--- src/rtl/axis_rr_arbiter_pkg.sv ---
// axis_arb_pkg: shared constants, slot state type and one-hot helper for the stream arbiter
//
// DATA_W_DEF : default per-source tdata width
// MAX_SRC    : largest number of sources the arbiter is meant to serve
// slot_e     : occupancy of the single output register
// onehot()   : MAX_SRC-wide one-hot vector with bit idx set
package axis_arb_pkg;

    localparam int DATA_W_DEF = 8;
    localparam int MAX_SRC    = 8;

    typedef enum logic {
        EMPTY,
        FULL
    } slot_e;

    function automatic logic [MAX_SRC-1:0] onehot(input int unsigned idx);
        return MAX_SRC'(1) << idx;
    endfunction

endpackage

--- src/rtl/axis_rr_arbiter_if.sv ---
// axis_rr_arbiter_if: bundle of the per-source streams, the merged stream and status of the arbiter
//
// en_i            : per-source enable mask (0 = never granted)
// s_axis_tvalid_i : per-source valid
// s_axis_tready_o : per-source ready, one-hot or zero
// s_axis_tdata_i  : source k on bits [k*DATA_W +: DATA_W]
// m_axis_tvalid_o : merged stream valid
// m_axis_tready_i : merged stream ready
// m_axis_tdata_o  : merged data
// m_axis_tid_o    : index of the source that produced the beat
// grant_o         : one-hot of the last granted source (status)
//
// modport slave  : the arbiter's view
// modport master : the view of whatever surrounds the arbiter (sources, CPU side)
interface axis_rr_arbiter_if
    import axis_arb_pkg::*;
#(
    parameter int N_SRC  = 2,
    parameter int DATA_W = DATA_W_DEF,
    parameter int ID_W   = 3
);

    logic [N_SRC-1:0]        en_i;
    logic [N_SRC-1:0]        s_axis_tvalid_i;
    logic [N_SRC-1:0]        s_axis_tready_o;
    logic [N_SRC*DATA_W-1:0] s_axis_tdata_i;
    logic                    m_axis_tvalid_o;
    logic                    m_axis_tready_i;
    logic [DATA_W-1:0]       m_axis_tdata_o;
    logic [ID_W-1:0]         m_axis_tid_o;
    logic [N_SRC-1:0]        grant_o;

    modport slave (
        input  en_i,
        input  s_axis_tvalid_i,
        input  s_axis_tdata_i,
        input  m_axis_tready_i,
        output s_axis_tready_o,
        output m_axis_tvalid_o,
        output m_axis_tdata_o,
        output m_axis_tid_o,
        output grant_o
    );

    modport master (
        output en_i,
        output s_axis_tvalid_i,
        output s_axis_tdata_i,
        output m_axis_tready_i,
        input  s_axis_tready_o,
        input  m_axis_tvalid_o,
        input  m_axis_tdata_o,
        input  m_axis_tid_o,
        input  grant_o
    );

endinterface

--- src/rtl/axis_rr_arbiter_pick.sv ---
// rr_pick: combinational rotating priority encoder, first request strictly after last_ptr, wrapping
//
// req      : request vector
// last_ptr : index granted last time (search starts at last_ptr+1)
// valid    : at least one request present
// index    : chosen source index (0 when valid is low)
module rr_pick #(
    parameter int N = 2,
    parameter int W = 3
) (
    input  logic [N-1:0] req,
    input  logic [W-1:0] last_ptr,
    output logic         valid,
    output logic [W-1:0] index
);

    logic [2*N-1:0] dbl;
    logic [N-1:0]   rot;
    int             off;

    // Doubling the request vector turns the wrap-around search into a plain
    // shift: rot[j] is the request of source (last_ptr+1+j) mod N.
    always_comb begin
        dbl   = {req, req};
        rot   = N'(dbl >> (int'(last_ptr) + 1));
        valid = |rot;
        off   = 0;
        for (int j = N - 1; j >= 0; j--)
            if (rot[j]) off = j;
        index = valid ? W'((int'(last_ptr) + 1 + off) % N) : '0;
    end

endmodule

--- src/rtl/axis_rr_arbiter.sv ---
// axis_rr_arbiter: round-robin merge of N_SRC byte streams into one registered stream tagged with a source ID
//
// axis_aclk_i    : block clock
// axis_aresetn_i : asynchronous active-low reset (release synchronised by the parent)
// bus            : axis_rr_arbiter_if.slave, per-source streams in, merged stream out, grant status
module axis_rr_arbiter
    import axis_arb_pkg::*;
#(
    parameter int N_SRC  = 2,
    parameter int DATA_W = DATA_W_DEF,
    parameter int ID_W   = 3
) (
    input  logic                     axis_aclk_i,
    input  logic                     axis_aresetn_i,
    axis_rr_arbiter_if.slave         bus
);

    slot_e             state_q;
    slot_e             state_d;
    logic [DATA_W-1:0] data_q;
    logic [DATA_W-1:0] pick_data;
    logic [ID_W-1:0]   tid_q;
    logic [ID_W-1:0]   last_q;
    logic [ID_W-1:0]   pick_idx;
    logic [N_SRC-1:0]  grant_q;
    logic [N_SRC-1:0]  req;
    logic [N_SRC-1:0]  sel;
    logic              run_q;
    logic              free;
    logic              load;
    logic              pick_valid;

    rr_pick #(
        .N (N_SRC),
        .W (ID_W)
    ) u_pick (
        .req      (req),
        .last_ptr (last_q),
        .valid    (pick_valid),
        .index    (pick_idx)
    );

    // run_q keeps every ready low for the first cycle after reset release so
    // no handshake can straddle the release edge.
    always_comb begin
        req       = bus.s_axis_tvalid_i & bus.en_i;
        free      = state_q == EMPTY || bus.m_axis_tready_i;
        load      = run_q && free && pick_valid;
        state_d   = load ? FULL : (free ? EMPTY : state_q);
        sel       = N_SRC'(onehot(32'(pick_idx)));
        pick_data = '0;
        for (int k = 0; k < N_SRC; k++)
            if (sel[k]) pick_data = bus.s_axis_tdata_i[k*DATA_W +: DATA_W];
    end

    always_ff @(posedge axis_aclk_i or negedge axis_aresetn_i) begin
        if (!axis_aresetn_i) begin
            state_q <= EMPTY;
            run_q   <= 1'b0;
            data_q  <= '0;
            tid_q   <= '0;
            last_q  <= ID_W'(N_SRC - 1);
            grant_q <= '0;
        end else begin
            state_q <= state_d;
            run_q   <= 1'b1;
            if (load) begin
                data_q  <= pick_data;
                tid_q   <= pick_idx;
                last_q  <= pick_idx;
                grant_q <= sel;
            end
        end
    end

    assign bus.s_axis_tready_o = load ? sel : '0;
    assign bus.m_axis_tvalid_o = state_q == FULL;
    assign bus.m_axis_tdata_o  = data_q;
    assign bus.m_axis_tid_o    = tid_q;
    assign bus.grant_o         = grant_q;

endmodule

--- src/flat_wrapper.sv ---
// flat-port wrapper written by rule: the top's interface ports become plain ports
module axis_rr_arbiter_flat import axis_arb_pkg::*;
#(
    parameter int N_SRC  = 2,
    parameter int DATA_W = DATA_W_DEF,
    parameter int ID_W   = 3
)
  (axis_aclk_i, axis_aresetn_i, bus_en_i, bus_s_axis_tvalid_i, bus_s_axis_tdata_i, bus_m_axis_tready_i, bus_s_axis_tready_o, bus_m_axis_tvalid_o, bus_m_axis_tdata_o, bus_m_axis_tid_o, bus_grant_o);
  axis_rr_arbiter_if #(.N_SRC(N_SRC), .DATA_W(DATA_W), .ID_W(ID_W)) bus_i ();
  input  logic axis_aclk_i;
  input  logic axis_aresetn_i;
  input wire logic [$bits(bus_i.en_i)-1:0] bus_en_i;
  input wire logic [$bits(bus_i.s_axis_tvalid_i)-1:0] bus_s_axis_tvalid_i;
  input wire logic [$bits(bus_i.s_axis_tdata_i)-1:0] bus_s_axis_tdata_i;
  input wire logic [$bits(bus_i.m_axis_tready_i)-1:0] bus_m_axis_tready_i;
  output wire logic [$bits(bus_i.s_axis_tready_o)-1:0] bus_s_axis_tready_o;
  output wire logic [$bits(bus_i.m_axis_tvalid_o)-1:0] bus_m_axis_tvalid_o;
  output wire logic [$bits(bus_i.m_axis_tdata_o)-1:0] bus_m_axis_tdata_o;
  output wire logic [$bits(bus_i.m_axis_tid_o)-1:0] bus_m_axis_tid_o;
  output wire logic [$bits(bus_i.grant_o)-1:0] bus_grant_o;
  assign bus_i.en_i = bus_en_i;
  assign bus_i.s_axis_tvalid_i = bus_s_axis_tvalid_i;
  assign bus_i.s_axis_tdata_i = bus_s_axis_tdata_i;
  assign bus_i.m_axis_tready_i = bus_m_axis_tready_i;
  assign bus_s_axis_tready_o = bus_i.s_axis_tready_o;
  assign bus_m_axis_tvalid_o = bus_i.m_axis_tvalid_o;
  assign bus_m_axis_tdata_o = bus_i.m_axis_tdata_o;
  assign bus_m_axis_tid_o = bus_i.m_axis_tid_o;
  assign bus_grant_o = bus_i.grant_o;
  axis_rr_arbiter #(.N_SRC(N_SRC), .DATA_W(DATA_W), .ID_W(ID_W)) u_core (.axis_aclk_i(axis_aclk_i), .axis_aresetn_i(axis_aresetn_i), .bus(bus_i));
endmodule
--- config.mk ---
export PLATFORM = sky130hd
export DESIGN_NAME = axis_rr_arbiter_flat
export DESIGN_NICKNAME = d
export VERILOG_FILES = /design/src/rtl/axis_rr_arbiter_pkg.sv /design/src/rtl/axis_rr_arbiter_if.sv /design/src/rtl/axis_rr_arbiter_pick.sv /design/src/rtl/axis_rr_arbiter.sv /design/src/flat_wrapper.sv
export SDC_FILE = /design/constraint.sdc
export NUM_CORES = 1
export LEC_CHECK = 0
export CAP_MARGIN = 10
export CORE_MARGIN = 5
export CORE_UTILIZATION = 40
export DETAILED_ROUTE_END_ITERATION = 10
export PLACE_DENSITY = 0.78
export RECOVER_POWER = 50
export SYNTH_ARGS = -nofsm -noshare
export SYNTH_HDL_FRONTEND = slang
export SYNTH_HIERARCHICAL = 1
export SYNTH_SLANG_ARGS = --single-unit
export TNS_END_PERCENT = 30
--- constraint.sdc ---
create_clock -name axis_aclk_i -period 1.8 [get_ports axis_aclk_i]
set_input_delay 0.18 -clock axis_aclk_i [delete_from_list [all_inputs] [get_ports axis_aclk_i]]
set_output_delay 0.18 -clock axis_aclk_i [all_outputs]
set_load 0.05 [all_outputs]
* Word level (Yosys, flattened, before mapping)
Cells that the tools add are included.
W data, S select, Z words.
** Cells by class
- $add $sub $neg :: 2
- Shifts and indexed selects :: 2
- Multiplexer cells :: 8
- Bitwise logic cells :: 3
- Reduce and logical (&&, ||, !) cells :: 5
** Operators by type and width (count)
- $add A5 B32 Y32 :: 1
- $mux W32 :: 1
- $shr A4 B32 Y2 :: 1
- $mux W8 :: 2
- $add A3 B1 Y4 const B :: 1
- $mux W1 :: 3
- $mux W3 :: 1
- $shl A1 B3 Y2 const A :: 1
- $and A2 B2 Y2 :: 1
- $logic_and A1 B1 Y1 :: 2
- $mux W2 :: 1
- $reduce_bool A2 Y1 :: 1
- $reduce_or A2 Y1 :: 1
- $and A1 B1 Y1 :: 1
- $logic_or A1 B1 Y1 :: 1
- $not A1 Y1 :: 1
** Word-level totals
- Flip-flop bits (word level) :: 18
- Bits of input ports :: 23
- Output and inout port bits :: 16
- Word-level logic and storage cells :: 26

* Depth between registers and ports, before layout
- Depth after elaboration :: 10
- Gate-level depth with buffers :: 7
- Mapped depth without buffers :: 5

* By module
The synthesis kept the hierarchy.
** By module, submodules not included
- axis_rr_arbiter :: times used 1, cells each 55, area each 779.5 sq um
- rr_pick :: times used 1, cells each 9, area each 51.3 sq um

* Worst setup path before layout
No wires, ideal clock.
- Path kind :: reg-to-output
- From :: reg u_core.state_q, in the netlist u_core/bus.m_axis_tvalid_o
- To :: out bus_s_axis_tready_o[0]
- Arrival :: 2.004 ns
- Data required time :: 1.620 ns
- Path slack :: -0.384 ns
- Stages on the path, launching flop included :: 5
- Cell sequence :: dfrtp_1 > nand2b_2 > or4b_4 > buf_6 > nor2_1
** On the way
- Longest elaborated chain between the ends :: 5
** RTL lines
- start: declaration :: line axis_rr_arbiter.sv:18 : slot_e state_q;
- start signal: assignment :: line axis_rr_arbiter.sv:65 : state_q <= state_d;
- $not A1 Y1 :: line axis_rr_arbiter.sv:47 : free = state_q == EMPTY || bus.m_axis_tready_i;
- $logic_or A1 B1 Y1 :: line axis_rr_arbiter.sv:47
- $logic_and A1 B1 Y1 (2 in series) :: line axis_rr_arbiter.sv:48 : load = run_q && free && pick_valid;
- $mux W2 :: line axis_rr_arbiter.sv:76 : assign bus.s_axis_tready_o = load ? sel : '0;
- end: declaration :: line flat_wrapper.sv:16 : output wire logic [$bits(bus_i.s_axis_tready_o)-1:0] bus_s_axis_tready_o;
Every way passes these cells.

* Final worst setup path
- From :: in bus_s_axis_tvalid_i[1]
- To :: out bus_s_axis_tready_o[1]
** On the way
- Elaborated cells between the ends (all ways) :: 11
- Classes of those cells :: add/sub: 1; shift: 2; mux: 4; bitwise: 2; reduce/logical: 2
** RTL lines
- start: declaration :: line flat_wrapper.sv:13 : input wire logic [$bits(bus_i.s_axis_tvalid_i)-1:0] bus_s_axis_tvalid_i;
- $and A2 B2 Y2 (*) :: line axis_rr_arbiter.sv:46 : req = bus.s_axis_tvalid_i & bus.en_i;
- net u_core.req[1] :: line axis_rr_arbiter.sv:26 : logic [N_SRC-1:0] req;
- $shr A4 B32 Y2 (*) :: line axis_rr_arbiter_pick.sv:25 : rot = N'(dbl >> (int'(last_ptr) + 1));
- $reduce_or A2 Y1 (*) :: line axis_rr_arbiter_pick.sv:26 : valid = |rot;
- net u_core.pick_valid :: line axis_rr_arbiter.sv:31 : logic pick_valid;
- $mux W3 :: line axis_rr_arbiter_pick.sv:30 : index = valid ? W'((int'(last_ptr) + 1 + off) % N) : '0;
- $shl A1 B3 Y2 :: line axis_rr_arbiter_pkg.sv:18 : return MAX_SRC'(1) << idx;
- $mux W2 (*) :: line axis_rr_arbiter.sv:76
Mark *: on every way through the listed nets, which the timed path passes. The rest lies on a longest branch.

==> out/metrics.csv <==
stage,metric,value,unit
clocking,cts.sinks,16,
clocking,numCtsBuffers,3,
global_routing,antenna_found_initial,0,
route,dr.pass1.iters,2,
run_status,run_status,"finished, violations left",
route,drt_iter0_drc,3,
clocking,cts.path.max_buffers,2,
floorplan,die_width,55.58,um
run_status,violations,setup timing,
synthesis,synth.distinct_cells,22,
placed_design,routabilityCongestion,0.7461,
synthesis,ys_ff_latch,16,
placed_design,dp_slack,-0.2378,ns
placed_design,placed_area,0.001286,mm2
power_and_ir_drop,finalPower,0.001994,W
worst_setup_path,cp.buffers_inverters,2,
layout,layout_commonest_cell,clkdlybuf4s50_1,
worst_setup_path,crit_path_top_delay_cell,or4b_4,
floorplan,rows,16,
synthesis,avgSynthCellArea,12.98,um2
synthesis,synth_area,830.8,um2
layout,n_antenna_cell,0,
worst_setup_path,crit_path_max_fanout,3,
timing,setup_violations,5,
worst_setup_path,r2r_slack,-0.06,ns
clocking,clock_latency,0.28,ns
power_and_ir_drop,power.density,1436,mW/mm2
hold_path,min_path_type,reg2reg,
route,wl_per_cell,15.18,um
synthesis,netlist_instances,64,
route,drt-vias-per-instance,4.690,
timing,max_freq,499.8,MHz
global_routing,grt_pass1_vias,715,
layout,area_delta_synth_final,67.17,%
worst_setup_path,crit_chain,clkdlybuf4s50_1 -> and2_1 -> a32o_2 -> nand2_2 -> or4b_4 -> nor2_4 -> buf_12,
floorplan,core-area,0.001962,mm2
route,wirelength,2155,um
worst_setup_path,worst_path_largest_cell_delay,0.53,ns
timing,whs,0.5008,ns
floorplan,die_area,0.003089,mm2
timing,skew,0.0007275,ns
global_routing,grt_usage,14.47,%
timing,finalHoldViolCount,0,
worst_setup_path,crit_family,simple AND/OR/NAND/NOR gates,
layout,drive_above_1_share,35.65,%
worst_setup_path,end_kind,output pin,
worst_setup_path,cp-start-kind,input port,
synthesis,ys_warn_count,6,
placed_design,io_buffers,38,
timing,post-route-period-util,111.2,%
floorplan,ios,39,
global_routing,grt_pass1_wl,3477,um
timing,tightest_slew,0.8540,ns
power_and_ir_drop,vdd_drop_max,899.5,uV
placed_design,dp_hpwl,1657,um
layout,most-common-layout-cells,"32 x clkdlybuf4s50_1, 15 x buf_4, 15 x dfrtp_1",
route,via_count,666,
power_and_ir_drop,leakage,0.6005,nW
clocking,cts_tree,built,
timing,finalCriticalPeriod,2.001,ns
floorplan,start_util,42.35,%
worst_setup_path,setup.worst_path.class,in2out,
clocking,cts-root-buf,clkbuf_4,
clocking,htree_levels,1,
timing,setup_slack,-0.2007,ns
layout,fin_nets,139,
timing,rsz0062_at_grt,true,
timing,drv_slew,0,
layout,final_area,0.001389,mm2
global_routing,grt_max_degree,17,
run,max-cap-violations,0,
timing,slew_headroom,43.07,%
worst_setup_path,cp.arrival,1.82,ns
clocking,path_clk_slew,0.09,ns
synthesis,yosysSeqAreaShare,48.34,%
worst_setup_path,cp.required,1.62,ns
route,drc,0,
global_routing,overflow,0,
layout,n_fill_cell,163,
route,antenna_left,0,
floorplan,die_h,55.58,um
==> worst paths after layout <==
check,from,to,cells past startpoint
max in group asynchronous,axis_aresetn_i,u_core/bus.m_axis_tdata_o[5],2
min in group asynchronous,axis_aresetn_i,u_core/bus.m_axis_tdata_o[7],2
worst min register to register,u_core/bus.grant_o[0],u_core/bus.grant_o[0],1
worst min-delay path,u_core/bus.grant_o[0],u_core/bus.grant_o[0],1
worst max-delay path,bus_s_axis_tvalid_i[1],bus_s_axis_tready_o[1],7
worst max register to register,u_core/last_q[0],u_core/bus.m_axis_tid_o[0],6
==> synth_stat cells (all sizes together) <==
cell / n / area share [%]
o21ai: 1 / 0.60
dfrtp: 15 / 45
clkbuf: 1 / 0.45
o2bb2ai: 10 / 18
a32o: 1 / 1.2
buf: 7 / 6.2
dfstp: 1 / 3.2
or4b: 1 / 1.7
conb: 2 / 0.90
inv: 2 / 0.90
and3: 1 / 0.75
nor2: 3 / 1.4
nand3: 1 / 0.60
and2: 2 / 1.5
nand2: 3 / 1.4
nand2b: 1 / 1.1
mux2: 4 / 5.4
mux2i: 8 / 9.6
==> per-stage QoR <==
step / TNS (ns) / std cells / utilization, %
after floorplan: -0.3069 / 65 / -
after global placement: -1.955 / 131 / 65.56
after detailed placement: -2.394 / 131 / 65.56
after CTS: -0.4342 / 139 / 69.58
after global routing: -1.291 / 142 / 70.79
final: -0.4956 / 142 / 70.79
==> final cells by class <==
cell class,instances,area (um2),share of cell area (%)
multi-input combinational,39,389.1,28.02
sequential,16,401.6,28.92
tap,27,33.78,2.432
clock buffer,4,36.28,2.613
inverter,2,7.507,0.5405
timing repair buffer,54,520.5,37.48
==> power by group <==
group | internal, W | total [W] | switching (W)
Clock | 0.000123 | 0.000232 | 0.000109
Sequential | 0.000499 | 0.000593 | 0.0000931
Combinational | 0.000509 | 0.00117 | 0.000661
Total | 0.00113 | 0.00199 | 0.000863
==> registers in the layout, indices dropped and copies added, names as in the netlist <==
signal                      flops
u_core/bus.m_axis_tid_o         3
u_core/bus.m_axis_tvalid_o      1
u_core/run_q                    1
u_core/bus.grant_o              2
u_core/bus.m_axis_tdata_o       8
u_core/last_q                   1
==> repair_timing <==
item | in CTS | in global routing
hold buffers | 0 | 0
endpoints found under the setup margin | 2 | 12
resized for setup | 5 | 3
buffers inserted | 4 | 3
pin swaps | 6 | 4
==> cells by family (layout without fill, tap and decap cells) <==
kind of cell	count (synthesis)	in the layout	share of synthesized area, %
flops	16	16	48.34
compound gates	12	12	19.88
mux	12	12	15.06
simple gates	12	12	8.282
buf+inv	10	60	7.530
other cells	2	3	0.9040
==> per-layer routing <==
| layer | routed length [um] | GRT usage, % |
|---|---|---|
| met5 | 0 | 0 |
| met4 | 50 | 8.333 |
| met3 | 124 | 4.640 |
| met2 | 1113 | 23.82 |
| met1 | 866 | 16.31 |
No activity file was read; power rests on OpenSTA's default activity.
